## src/rtl/multicycle_main_fsm_if.sv

```systemverilog
// Control bundle between the multi-cycle main FSM and the shared-ALU/shared-memory datapath.
// master = controller side (drives strobes/mux selects), slave = datapath side (drives decode fields/flags).
interface multicycle_main_fsm_if;
  logic [6:0] op;
  logic [2:0] funct3;
  logic       zero;
  logic       mem_ready;

  logic       pc_write;
  logic       adr_src;
  logic       mem_write;
  logic       ir_write;
  logic       reg_write;
  logic [1:0] result_src;
  logic [1:0] alu_src_a;
  logic [1:0] alu_src_b;
  logic [1:0] alu_op;
  logic [2:0] imm_src;
  logic       illegal;
  logic [3:0] state;

  modport master (
    input  op, funct3, zero, mem_ready,
    output pc_write, adr_src, mem_write, ir_write, reg_write,
           result_src, alu_src_a, alu_src_b, alu_op, imm_src, illegal, state
  );

  modport slave (
    output op, funct3, zero, mem_ready,
    input  pc_write, adr_src, mem_write, ir_write, reg_write,
           result_src, alu_src_a, alu_src_b, alu_op, imm_src, illegal, state
  );
endinterface

```

## src/rtl/multicycle_main_fsm.sv

```systemverilog
// Moore main control FSM for the multi-cycle RV32I core: 3-5 cycles per instruction.
// FETCH/MEMREAD/MEMWRITE stall on mem_ready (when MEM_WAIT_EN); unknown opcodes trap into an absorbing ILLEGAL state.
module multicycle_main_fsm #(
  parameter bit MEM_WAIT_EN = 1'b1,
  parameter bit ENABLE_JAL  = 1'b1,
  parameter bit ENABLE_LUI  = 1'b1
) (
  input  logic                        clk,
  input  logic                        rst_n,
  multicycle_main_fsm_if.master       bus
);

  localparam logic [6:0] OP_LOAD   = 7'b0000011;
  localparam logic [6:0] OP_STORE  = 7'b0100011;
  localparam logic [6:0] OP_RTYPE  = 7'b0110011;
  localparam logic [6:0] OP_ITYPE  = 7'b0010011;
  localparam logic [6:0] OP_BRANCH = 7'b1100011;
  localparam logic [6:0] OP_JAL    = 7'b1101111;
  localparam logic [6:0] OP_LUI    = 7'b0110111;

  typedef enum logic [3:0] {
    S_FETCH    = 4'd0,
    S_DECODE   = 4'd1,
    S_MEMADR   = 4'd2,
    S_MEMREAD  = 4'd3,
    S_MEMWB    = 4'd4,
    S_MEMWRITE = 4'd5,
    S_EXECR    = 4'd6,
    S_ALUWB    = 4'd7,
    S_EXECI    = 4'd8,
    S_JAL      = 4'd9,
    S_BRANCH   = 4'd10,
    S_LUI      = 4'd11,
    S_ILLEGAL  = 4'd15
  } state_t;

  state_t     state_q;
  state_t     state_d;
  logic       rdy;
  logic       taken;

  logic       pc_update;
  logic       branch;
  logic       ir_write_raw;
  logic       mem_write_raw;
  logic       reg_write_raw;
  logic       adr_src;
  logic [1:0] result_src;
  logic [1:0] alu_src_a;
  logic [1:0] alu_src_b;
  logic [1:0] alu_op;
  logic       illegal;
  logic [2:0] imm_src;

  assign rdy   = MEM_WAIT_EN ? bus.mem_ready : 1'b1;
  // funct3[0] distinguishes BNE from BEQ, so it inverts the zero sense
  assign taken = bus.zero ^ bus.funct3[0];

  always_ff @(posedge clk or negedge rst_n) begin
    if (!rst_n) begin
      state_q <= S_FETCH;
    end else begin
      state_q <= state_d;
    end
  end

  always_comb begin
    state_d = state_q;
    unique case (state_q)
      S_FETCH: begin
        if (rdy) state_d = S_DECODE;
      end
      S_DECODE: begin
        case (bus.op)
          OP_LOAD,
          OP_STORE:  state_d = S_MEMADR;
          OP_RTYPE:  state_d = S_EXECR;
          OP_ITYPE:  state_d = S_EXECI;
          OP_BRANCH: state_d = (bus.funct3 == 3'b000 || bus.funct3 == 3'b001) ? S_BRANCH : S_ILLEGAL;
          OP_JAL:    state_d = ENABLE_JAL ? S_JAL : S_ILLEGAL;
          OP_LUI:    state_d = ENABLE_LUI ? S_LUI : S_ILLEGAL;
          default:   state_d = S_ILLEGAL;
        endcase
      end
      S_MEMADR:   state_d = (bus.op == OP_LOAD) ? S_MEMREAD : S_MEMWRITE;
      S_MEMREAD:  state_d = rdy ? S_MEMWB : S_MEMREAD;
      S_MEMWB:    state_d = S_FETCH;
      S_MEMWRITE: state_d = rdy ? S_FETCH : S_MEMWRITE;
      S_EXECR:    state_d = S_ALUWB;
      S_EXECI:    state_d = S_ALUWB;
      S_ALUWB:    state_d = S_FETCH;
      S_JAL:      state_d = S_ALUWB;
      S_LUI:      state_d = S_ALUWB;
      S_BRANCH:   state_d = S_FETCH;
      S_ILLEGAL:  state_d = S_ILLEGAL;
      default:    state_d = S_ILLEGAL;
    endcase
  end

  always_comb begin
    pc_update     = 1'b0;
    branch        = 1'b0;
    ir_write_raw  = 1'b0;
    mem_write_raw = 1'b0;
    reg_write_raw = 1'b0;
    adr_src       = 1'b0;
    result_src    = 2'b00;
    alu_src_a     = 2'b00;
    alu_src_b     = 2'b00;
    alu_op        = 2'b00;
    illegal       = 1'b0;
    unique case (state_q)
      S_FETCH: begin
        alu_src_b    = 2'b10;
        result_src   = 2'b10;
        ir_write_raw = rdy;
        pc_update    = rdy;
      end
      S_DECODE: begin
        alu_src_a = 2'b01;
        alu_src_b = 2'b01;
      end
      S_MEMADR: begin
        alu_src_a = 2'b10;
        alu_src_b = 2'b01;
      end
      S_MEMREAD: begin
        adr_src = 1'b1;
      end
      S_MEMWB: begin
        result_src    = 2'b01;
        reg_write_raw = 1'b1;
      end
      // strobe held for the whole stall so the memory sees a stable request
      S_MEMWRITE: begin
        adr_src       = 1'b1;
        mem_write_raw = 1'b1;
      end
      S_EXECR: begin
        alu_src_a = 2'b10;
        alu_op    = 2'b10;
      end
      S_EXECI: begin
        alu_src_a = 2'b10;
        alu_src_b = 2'b01;
        alu_op    = 2'b10;
      end
      S_ALUWB: begin
        reg_write_raw = 1'b1;
      end
      S_JAL: begin
        alu_src_a = 2'b01;
        alu_src_b = 2'b10;
        pc_update = 1'b1;
      end
      S_LUI: begin
        alu_src_a = 2'b11;
        alu_src_b = 2'b01;
      end
      S_BRANCH: begin
        alu_src_a = 2'b10;
        alu_op    = 2'b01;
        branch    = 1'b1;
      end
      S_ILLEGAL: begin
        illegal = 1'b1;
      end
      default: begin
        illegal = 1'b1;
      end
    endcase
  end

  always_comb begin
    case (bus.op)
      OP_STORE:  imm_src = 3'b001;
      OP_BRANCH: imm_src = 3'b010;
      OP_JAL:    imm_src = 3'b011;
      OP_LUI:    imm_src = 3'b100;
      default:   imm_src = 3'b000;
    endcase
  end

  // write strobes are gated by rst_n so an async reset kills them immediately
  assign bus.pc_write   = rst_n & (pc_update | (branch & taken));
  assign bus.ir_write   = rst_n & ir_write_raw;
  assign bus.mem_write  = rst_n & mem_write_raw;
  assign bus.reg_write  = rst_n & reg_write_raw;
  assign bus.adr_src    = adr_src;
  assign bus.result_src = result_src;
  assign bus.alu_src_a  = alu_src_a;
  assign bus.alu_src_b  = alu_src_b;
  assign bus.alu_op     = alu_op;
  assign bus.imm_src    = imm_src;
  assign bus.illegal    = illegal;
  assign bus.state      = state_q;

endmodule

```

## src/flat_wrapper.sv

```systemverilog
// flat-port wrapper written by rule: the top's interface ports become plain ports
module multicycle_main_fsm_flat 
#(
  parameter bit MEM_WAIT_EN = 1'b1,
  parameter bit ENABLE_JAL  = 1'b1,
  parameter bit ENABLE_LUI  = 1'b1
)
  (clk, rst_n, bus_op, bus_funct3, bus_zero, bus_mem_ready, bus_pc_write, bus_adr_src, bus_mem_write, bus_ir_write, bus_reg_write, bus_result_src, bus_alu_src_a, bus_alu_src_b, bus_alu_op, bus_imm_src, bus_illegal, bus_state);
  multicycle_main_fsm_if bus_i ();
  input  logic clk;
  input  logic rst_n;
  input wire logic [$bits(bus_i.op)-1:0] bus_op;
  input wire logic [$bits(bus_i.funct3)-1:0] bus_funct3;
  input wire logic [$bits(bus_i.zero)-1:0] bus_zero;
  input wire logic [$bits(bus_i.mem_ready)-1:0] bus_mem_ready;
  output wire logic [$bits(bus_i.pc_write)-1:0] bus_pc_write;
  output wire logic [$bits(bus_i.adr_src)-1:0] bus_adr_src;
  output wire logic [$bits(bus_i.mem_write)-1:0] bus_mem_write;
  output wire logic [$bits(bus_i.ir_write)-1:0] bus_ir_write;
  output wire logic [$bits(bus_i.reg_write)-1:0] bus_reg_write;
  output wire logic [$bits(bus_i.result_src)-1:0] bus_result_src;
  output wire logic [$bits(bus_i.alu_src_a)-1:0] bus_alu_src_a;
  output wire logic [$bits(bus_i.alu_src_b)-1:0] bus_alu_src_b;
  output wire logic [$bits(bus_i.alu_op)-1:0] bus_alu_op;
  output wire logic [$bits(bus_i.imm_src)-1:0] bus_imm_src;
  output wire logic [$bits(bus_i.illegal)-1:0] bus_illegal;
  output wire logic [$bits(bus_i.state)-1:0] bus_state;
  assign bus_i.op = bus_op;
  assign bus_i.funct3 = bus_funct3;
  assign bus_i.zero = bus_zero;
  assign bus_i.mem_ready = bus_mem_ready;
  assign bus_pc_write = bus_i.pc_write;
  assign bus_adr_src = bus_i.adr_src;
  assign bus_mem_write = bus_i.mem_write;
  assign bus_ir_write = bus_i.ir_write;
  assign bus_reg_write = bus_i.reg_write;
  assign bus_result_src = bus_i.result_src;
  assign bus_alu_src_a = bus_i.alu_src_a;
  assign bus_alu_src_b = bus_i.alu_src_b;
  assign bus_alu_op = bus_i.alu_op;
  assign bus_imm_src = bus_i.imm_src;
  assign bus_illegal = bus_i.illegal;
  assign bus_state = bus_i.state;
  multicycle_main_fsm #(.MEM_WAIT_EN(MEM_WAIT_EN), .ENABLE_JAL(ENABLE_JAL), .ENABLE_LUI(ENABLE_LUI)) u_core (.clk(clk), .rst_n(rst_n), .bus(bus_i));
endmodule
```

## config.mk

```make
export PLATFORM = sky130hd
export DESIGN_NAME = multicycle_main_fsm_flat
export DESIGN_NICKNAME = d
export VERILOG_FILES = /design/src/rtl/multicycle_main_fsm_if.sv /design/src/rtl/multicycle_main_fsm.sv /design/src/flat_wrapper.sv
export SDC_FILE = /design/constraint.sdc
export NUM_CORES = 1
export LEC_CHECK = 0
export ABC_AREA = 1
export CORE_AREA = 2 2 39 41
export CTS_CLUSTER_DIAMETER = 40
export DETAILED_ROUTE_END_ITERATION = 12
export DIE_AREA = 0 0 41 43
export DONT_BUFFER_PORTS = 1
export GPL_TIMING_DRIVEN = 0
export PLACE_DENSITY_LB_ADDON = 0.25
export SYNTH_ARGS = -nofsm -noshare
export SYNTH_HDL_FRONTEND = slang
export SYNTH_SLANG_ARGS = --single-unit
```

## constraint.sdc

```tcl
create_clock -name clk -period 2.4 [get_ports clk]
set_input_delay 0.48 -clock clk [delete_from_list [all_inputs] [get_ports clk]]
set_output_delay 0.48 -clock clk [all_outputs]
set_load 0.03 [all_outputs]
```

* After elaboration in Yosys (flattened, before gate mapping)
Cells that the tools add are included.
** Cells by class
- Equal/unequal tests :: 20
- Mux-type cells :: 19
- Bitwise logic cells :: 7
- Reductions and logical operators :: 14
** Operators with widths (count)
- $pmux 4 s7 :: 1
- $pmux 4 s6 :: 1
- $eq 7x6->1 const B :: 3
- $eq 4x3->1 const B :: 4
- $eq 4x4->1 const B :: 4
- $eq 7x7->1 const B :: 2
- $mux 3 :: 4
- $pmux 2 s2 :: 3
- $pmux 3 s4 :: 1
- $reduce_or 12->1 :: 1
- $reduce_or 2->1 :: 6
- $reduce_or 4->1 :: 3
- $eq 4x2->1 const B :: 2
- $eq 7x2->1 const B :: 1
- $eq 7x5->1 const B :: 1
- $mux 1 :: 6
- $pmux 2 s3 :: 1
- $and 1x1->1 :: 5
- $eq 4x1->1 const B :: 1
- $logic_not 4->1 :: 1
- $mux 4 :: 1
- $eq 3x1->1 const B :: 1
- $logic_not 3->1 :: 1
- $reduce_or 3->1 :: 1
- 5 further kinds :: 5
** Storage, ports and cells
- Register bits :: 4
- Input bits :: 14
- Output and inout bits :: 21
- Logic and storage cells :: 61

* Longest topological paths before layout
Gate-level depths: netlist of run 1.
- Word-level depth :: 5
- Mapped depth :: 10
- Depth with buffers taken out :: 10

* Worst setup path after synthesis of run 1
No wires, ideal clock.
- Path kind :: reg-to-output
- Start point :: reg u_core.state_q[0], in the netlist u_core.bus.state[0]
- End point :: out bus_pc_write
- Data arrival time :: 1.991 ns
- Data required time :: 1.920 ns
- Path slack :: -0.071 ns
- Stages on the path, launching flop included :: 6
- Path buffers :: 0
- Cell sequence :: dfrtp_1 -> nor2_1 -> inv_2 -> nor2_1 -> nand2_1 -> a31oi_1
** On the way
- Cells in the longest elaborated chain, start to end :: 5
- Elaborated cells on any way between the ends :: 8
- Those cells by class :: 2 x eq/ne; 2 x mux; 3 x bitwise; 1 x reduce/logical
** RTL lines
- from (decl) :: RTL line multicycle_main_fsm.sv:37 : state_t state_q;
- from (signal assigned) :: RTL line multicycle_main_fsm.sv:63 : state_q <= state_d;
- $eq 4x4->1 :: RTL line multicycle_main_fsm.sv:112 : unique case (state_q)
- $mux 1 :: RTL line multicycle_main_fsm.sv:112
- $and 1x1->1 :: RTL line multicycle_main_fsm.sv:185 : assign bus.pc_write = rst_n & (pc_update | (branch & taken));
- $or 1x1->1 * :: RTL line multicycle_main_fsm.sv:185
- $and 1x1->1 * :: RTL line multicycle_main_fsm.sv:185
- to (decl) :: RTL line flat_wrapper.sv:16 : output wire logic [$bits(bus_i.pc_write)-1:0] bus_pc_write;
Every way passes the cells marked *; elsewhere a longest branch is shown, timed or not.

* Worst setup path after layout of run 1
- Start point :: reg u_core.state_q[3], in the netlist u_core.bus.state[3]
- End point :: out bus_illegal
** On the way
- Cells in the longest elaborated chain, start to end :: 3
- Elaborated cells on any way between the ends :: 14
- Those cells by class :: 11 x eq/ne; 1 x mux; 2 x reduce/logical
** RTL lines
- $eq 4x1->1 (tied with other cells) :: RTL line multicycle_main_fsm.sv:112
- $reduce_or 12->1 (no line) *
- $mux 1 * :: RTL line multicycle_main_fsm.sv:112
- to (decl) :: RTL line flat_wrapper.sv:26 : output wire logic [$bits(bus_i.illegal)-1:0] bus_illegal;
Marks and branches as above.

==> results.sh, run 1 <==
export IMPL_multi_input_area_um2=467
export IMPL_cts_sinks=4
export IMPL_layout_common_cells="28 x nand2_1, 22 x nor2_1, 16 x inv_1"
export IMPL_worstSetupPathType="reg -> out"
export IMPL_start_util_pct=44.0
export IMPL_crit_arrival_ns=1.80
export IMPL_n_antenna_cell=0
export IMPL_vias_per_cell=5.07
export IMPL_synth_nets=129
export IMPL_antenna_left=0
export IMPL_fin_area_um2=707
export IMPL_synth_cell_types=25
export IMPL_cts_tree="done"
export IMPL_grt_first_pass_wirelength_um=2120
export IMPL_finClkSkew_ns=0.00412
export IMPL_numCtsBuffers=3
export IMPL_rsz0062_at_grt="no"
export IMPL_gp_congestion=0.748
export IMPL_fin_nets=135
export IMPL_drtIter0Drc=12
export IMPL_register_area_um2=105
export IMPL_maxCapViolCount=0
export IMPL_crit_path_start_kind="flop"
export IMPL_gr_total_overflow=0
export IMPL_grt_max_degree=8
export IMPL_setup_viol_count_final=0
export IMPL_io_buffers=0
export IMPL_final_common_cell="nand2_1"
export IMPL_min_period_over_period_pct=94.9
export IMPL_dpl_cell_area_um2=636
export IMPL_netlist_area_um2=609
export IMPL_dieWidth_um=41
export IMPL_totalWireLength_um=1480
export IMPL_grt_pass1_vias=567
export IMPL_drc=0
export IMPL_ys_seq_area_share_pct=16.4
export IMPL_synth_area_per_cell_um2=5.30
export IMPL_slowest_stage="dfrtp_2"
export IMPL_antenna_found_initial=0
export IMPL_synthCells=115
export IMPL_max_freq_mhz=439
export IMPL_rows=14
export IMPL_holdWs_ns=0.453
export IMPL_fillCellCount=156
export IMPL_drive_gt1_share_pct=26.1
export IMPL_syn_to_final_growth_pct=16.0
export IMPL_crit_chain="nand2_1 -> nor2_1 -> nor2_2 -> inv_2 -> nor2_1 -> inv_1 -> nor2_2"
export IMPL_cpPeakStageDelay_ns=0.50
export IMPL_root_buffer="clkbuf_4"
export IMPL_clock_latency_ns=0.24
export IMPL_crit_buf_inv=2
export IMPL_die_h_um=43
export IMPL_clock_path_buffers=2
export IMPL_worstMarginPinSlew_ns=1.33
export IMPL_yosys_warnings=0
export IMPL_drv_slew=0
export IMPL_pin_count=35
export IMPL_crit_path_end_kind="output port"
export IMPL_min_path_type="in -> reg"
export IMPL_drtPass1Iterations=4
export IMPL_dieArea_um2=1760
export IMPL_finalCriticalPeriod_ns=2.28
export IMPL_via_count=684
export IMPL_status="finished, final reports clean"
export IMPL_path_max_fanout=6
export IMPL_clkTransAtPathRegs_ns=0.04
export IMPL_p_per_area_nw_per_um2=1470
export IMPL_ys_ff_latch=4
export IMPL_relSlewSlack_pct=9.91
export IMPL_largest_register_ffs=4
export IMPL_htreeDepth=1
export IMPL_wire_per_inst_um=10.9
export IMPL_tns_ns=0
export IMPL_dpl_hpwl_um=1220
export IMPL_cp_top_family="simple AND/OR/NAND/NOR gates"
export IMPL_grt_use_total_pct=17.9
export IMPL_vdd_drop_max_mv=0.494
export IMPL_hold_viol=0
export IMPL_cellLeakagePower_nw=0.356
export IMPL_required_ns=1.92
export IMPL_post_cts_buffers=0
export IMPL_core_area_um2=1380
[Yosys cell counts]
master	number	area, µm²
a211oi_1	1	7.51
a21o_1	1	7.51
a21oi_1	4	20.0
a21oi_2	1	8.76
a31oi_1	1	6.26
dfrtp_1	4	100
inv_1	16	60.1
inv_2	6	22.5
nand2_1	28	105
nand2_2	1	6.26
nand2_4	1	11.3
nand3_1	8	40.0
nand3_2	1	10.0
nand3b_1	1	7.51
nand4_1	1	6.26
nor2_1	26	97.6
nor2_2	5	31.3
nor3_1	1	5.00
o211ai_1	1	7.51
o21ai_0	2	10.0
o21ai_2	1	8.76
o22ai_1	1	6.26
o41ai_1	1	8.76
or2_2	1	6.26
or2_4	1	8.76
[per-layer routing]
| layer | part of all wire (%) | wire (µm) | GRT usage [%] |
|---|---|---|---|
| met1 | 41 | 613 | 16.9 |
| met2 | 53 | 785 | 33.1 |
| met3 | 5.0 | 74 | 2.62 |
| met4 | 0.27 | 4 | 10.0 |
| met5 | 0 | 0 | 0 |
[where the power goes]
group / internal (mW) / total, mW / switching, mW
sequential: 0.112 / 0.241 / 0.129
clock: 0.0561 / 0.0865 / 0.0303
combinational: 0.169 / 0.712 / 0.543
[path summary, 6_finish.rpt]
check	from	to	slack, ns	cells past startpoint
worst max-delay path	u_core.bus.state[3]$_DFFE_PN0P_	bus_illegal	0.12	7
worst min-delay path	bus_mem_ready	u_core.bus.state[0]$_DFFE_PN0P_	0.45	2
worst max register to register	u_core.bus.state[2]$_DFFE_PN0P_	u_core.bus.state[3]$_DFFE_PN0P_	0.92	8
worst min register to register	u_core.bus.state[3]$_DFFE_PN0P_	u_core.bus.state[3]$_DFFE_PN0P_	0.81	2
max in group asynchronous	rst_n	u_core.bus.state[0]$_DFFE_PN0P_	1.68	1
min in group asynchronous	rst_n	u_core.bus.state[1]$_DFFE_PN0P_	0.52	1
[metrics by stage]
step                setup slack, ns  cells  utilization, %  total power, mW
CTS                          0.0108    135            50.1             1.02
detailed placement          -0.0737    131            45.9            0.903
floorplan                    0.0693    115               -            0.811
global placement            -0.0547    131            45.9            0.892
global route                 0.0212    135            51.1             1.12
finish                        0.121    135            51.1             1.04
[area by class of cell]
type | instances | area share [%]
clock buffers | 3 | 3.19
inverters | 22 | 11.7
multi-input cells | 89 | 66.0
flip-flops and latches | 4 | 14.9
well taps | 16 | 2.83
repair buffers | 1 | 1.42
[cells by family (layout without fill, tap and decap cells)]
family / after synthesis / after routing / synth area share (%)
buffers and inverters: 22 / 26 / 13.6
DFF: 4 / 4 / 16.4
AOI/OAI and AO/OA: 14 / 14 / 15.0
and+or+nand+nor: 75 / 75 / 55.0
[timing repair]
action	in CTS	in global routing
endpoints found under the hold margin	4	0
hold buffers	1	0
cloned	0	0
gates resized for setup	7	5
endpoints found under the setup margin	4	3
Note: power is estimated with default switching activity, not from simulation.
==> inputs of run 2 (changes only) <==
- ABC_AREA: 1 -> unset
- CORE_AREA: 2 2 39 41 -> unset
- CORE_MARGIN: unset -> 4
- CORE_UTILIZATION: unset -> 42
- DIE_AREA: 0 0 41 43 -> unset
- DONT_BUFFER_PORTS: 1 -> unset
==> run 2 against run 1 <==
Against the previous run:
- sequential cell count stayed put
- combinational power is 47% higher
- die area is 30% higher
- setup slack worse by 0.030 ns
- register-to-register slack worse by 0.05 ns
- sequential power is 45% lower
- cell count is 9.6% higher
- wire length is 31% higher
- via count is 22% higher
- critical path type is now in -> out
- largest cell class unchanged
==> results.sh, run 2 <==
export IMPL_finClkSkew_ns=0.00250
export IMPL_synth_main_ff_cell="dfrtp_1"
export IMPL_synthTopCellsByArea="dfrtp_1 15%, a21oi_1 6.8%, nor3b_1 6.8%"
export IMPL_fillCellCount=147
export IMPL_pwr_share_seq_pct=10.5
export IMPL_layout_common_cells="16 x clkdlybuf4s50_1, 9 x a21oi_1, 8 x nand2_1"
export IMPL_cts_tree="done"
export IMPL_crit_chain="clkdlybuf4s50_1 -> or2_4 -> o21ai_0 -> nor3b_1 -> buf_2"
export IMPL_relSlewSlack_pct=73.9
export IMPL_netlist_top_cell_by_area="dfrtp_1"
export IMPL_start_util_pct=44.3
export IMPL_synth_top_area_share_pct=15.0
export IMPL_min_path_type="in -> async"
export IMPL_status="finished, final reports clean"
export IMPL_synth_simple_area_share_pct=43.9
export IMPL_finalPower_mw=1.26
export IMPL_cts_sinks=4
export IMPL_dieWidth_um=47.8
export IMPL_cellLeakagePower_nw=0.497
export IMPL_grt_use_total_pct=17.0
export IMPL_synth_compound_gate_area_share_pct=26.5
export IMPL_yosys_warnings=0
export IMPL_htreeDepth=1
export IMPL_clkTransAtPathRegs_ns=0.04
export IMPL_setup_ws_ns=0.0909
export IMPL_antenna_found_initial=0
export IMPL_worstMarginPinSlew_ns=0.389
export IMPL_synth_top_family_by_area="simple AND/OR/NAND/NOR gates"
export IMPL_clock_latency_ns=0.24
export IMPL_synthCells=96
export IMPL_crit_arrival_ns=1.83
export IMPL_synth_cell_types=39
export IMPL_p_comb_share_pct=82.8
export IMPL_core_area_um2=1510
export IMPL_pin_count=35
export IMPL_synth_nets=110
export IMPL_cts_hold_buffers=0
export IMPL_power_frac_clock_pct=6.7
export IMPL_finalCriticalPeriod_ns=2.31
export IMPL_gp_congestion=0.829
export IMPL_totalWireLength_um=1940
export IMPL_drv_slew=0
export IMPL_clock_path_buffers=2
export IMPL_grt_first_pass_wirelength_um=2910
export IMPL_netlist_area_um2=667
export IMPL_grt_pass1_vias=729
export IMPL_synth_most_common_cell="a21oi_1"
export IMPL_drtPass1Iterations=4
export IMPL_root_buffer="clkbuf_4"
export IMPL_vdd_drop_max_mv=0.573
export IMPL_dieArea_um2=2290
export IMPL_grt_max_degree=11
export IMPL_cpPeakStageDelay_ns=0.51
export IMPL_vias_per_cell=5.64
export IMPL_rsz0062_at_grt="no"
export IMPL_slowest_stage="clkdlybuf4s50_1"
export IMPL_worstRegToRegCells=5
export IMPL_required_ns=1.92
export IMPL_path_max_fanout=7
export IMPL_antenna_left=0
export IMPL_worstSetupPathType="in -> out"
export IMPL_fin_nets=148
export IMPL_largest_register_ffs=4
export IMPL_swShare_pct=54.2
export IMPL_yosys_area_share_adder_pct=0
export IMPL_hold_viol=0
export IMPL_synthXorXnorAreaFrac_pct=3.94
export IMPL_via_count=834
export IMPL_synth_edf_count=0
export IMPL_switchingPower_mw=0.685
export IMPL_drtIter0Drc=12
export IMPL_setup_viol_count_final=0
export IMPL_ys_seq_area_share_pct=15.0
export IMPL_wire_per_inst_um=13.1
export IMPL_n_antenna_cell=0
export IMPL_syn_to_final_growth_pct=56.3
export IMPL_ys_ff_latch=4
export IMPL_max_freq_mhz=433
export IMPL_drive_gt1_share_pct=19.7
export IMPL_fin_util_pct=69.2
export IMPL_drc=0
export IMPL_gr_total_overflow=0
export IMPL_post_cts_buffers=0
export IMPL_numCtsBuffers=3
export IMPL_rows=14
export IMPL_min_period_over_period_pct=96.2
export IMPL_maxCapViolCount=0
export IMPL_pre_cts_ws_ns=-0.454
export IMPL_final_common_cell="clkdlybuf4s50_1"
export IMPL_crit_path_start_kind="primary input"
export IMPL_synth_area_per_cell_um2=6.95
export IMPL_dpl_hpwl_um=1560
export IMPL_muxShareOfSynthArea_pct=1.50
export IMPL_multi_input_area_um2=526
export IMPL_async_flop_share_pct=100
export IMPL_die_h_um=47.8
export IMPL_register_area_um2=100
export IMPL_p_per_area_nw_per_um2=1210
export IMPL_io_buffers=33
export IMPL_synthTopCellsByCount="9 x a21oi_1, 8 x nand2_1, 7 x nor2_1, 6 x nor3_1, 6 x nor3b_1"
export IMPL_crit_path_end_kind="output port"
export IMPL_intPower_mw=0.578
==> run 2: cell types whose count changed after synthesis, moves of 4 or more <==
cell and delta:
a21oi_1 +5, and3_1 +4, buf_2 +4, inv_1 -13, inv_2 -6, nand2_1 -20, nand2b_1 +4, nand3_1 -6
nor2_1 -19, nor2_2 -4, nor3_1 +5, nor3b_1 +6, nor4_1 +4
==> run 2: kinds of logic after synthesis <==
logic type | Yosys count
and+or+nand+nor | 52
AOI/OAI and AO/OA | 25
buffers and inverters | 11
DFF | 4
xor gates and xnor gates | 3
muxes | 1
==> run 2: critical path, delay by kind of cell <==
kind	cells	cell delay, ns
AOI/OAI and AO/OA	1	0.12
buffers and inverters	2	0.73
and+or+nand+nor	2	0.48
==> run 2: final cells by class <==
class	instances	area share [%]
Inverter	3	1.08
Multi-Input combinational cell	81	50.4
Clock buffer	3	2.16
Buffer	8	4.92
Timing Repair Buffer	33	29.9
Tap cell	16	1.92
Sequential cell	4	9.60
==> run 2: per-stage QoR <==
step | setup TNS [ns] | instance area, µm² | instances | hold slack, ns
2_1_floorplan | 0 | 674 | 96 | 0.184
3_3_place_gp | -1.84 | 1020 | 145 | 0.690
3_5_place_dp | -2.06 | 1020 | 145 | 0.707
4_1_cts | 0 | 1030 | 148 | 0.504
5_1_grt | 0 | 1040 | 148 | 0.514
6_report | 0 | 1040 | 148 | 0.499
==> run 2: routing by layer <==
layer  up-vias  global-route usage (%)  part of all wire, %
met4         0                    4.30                 0.72
met1       378                    18.9                   40
met5         -                       0                    0
met2        27                    33.8                   52
li1        427                       -                    -
met3         2                    1.13                  6.7
==> run 2: final timing paths <==
path	slack, ns	endpoint	start
max	0.09	bus_imm_src[0]	bus_op[3]
min	0.50	u_core.bus.state[1]$_DFFE_PN0P_	rst_n
max reg2reg	0.87	u_core.bus.state[2]$_DFFE_PN0P_	u_core.bus.state[0]$_DFFE_PN0P_
min reg2reg	0.70	u_core.bus.state[2]$_DFFE_PN0P_	u_core.bus.state[2]$_DFFE_PN0P_
max in group asynchronous	1.67	u_core.bus.state[3]$_DFFE_PN0P_	rst_n
min in group clk	0.60	u_core.bus.state[3]$_DFFE_PN0P_	bus_op[6]
==> run 2: power by group through the flow <==
| stage | Combinational, mW | Clock [mW] | Sequential, mW |
|---|---|---|---|
| after floorplan | 0.670 | 0 | 0.190 |
| after global placement | 1.06 | 0 | 0.131 |
| after detailed placement | 1.08 | 0 | 0.134 |
| after CTS | 1.04 | 0.0853 | 0.133 |
| after global routing | 1.13 | 0.0902 | 0.138 |
| final | 1.05 | 0.0843 | 0.133 |
==> run 2: what timing repair did <==
action / in CTS / in global routing
gates cloned: 0 / 0
pin swaps: 0 / 0
endpoints found under the setup margin: 13 / 10
resized for setup: 28 / 17
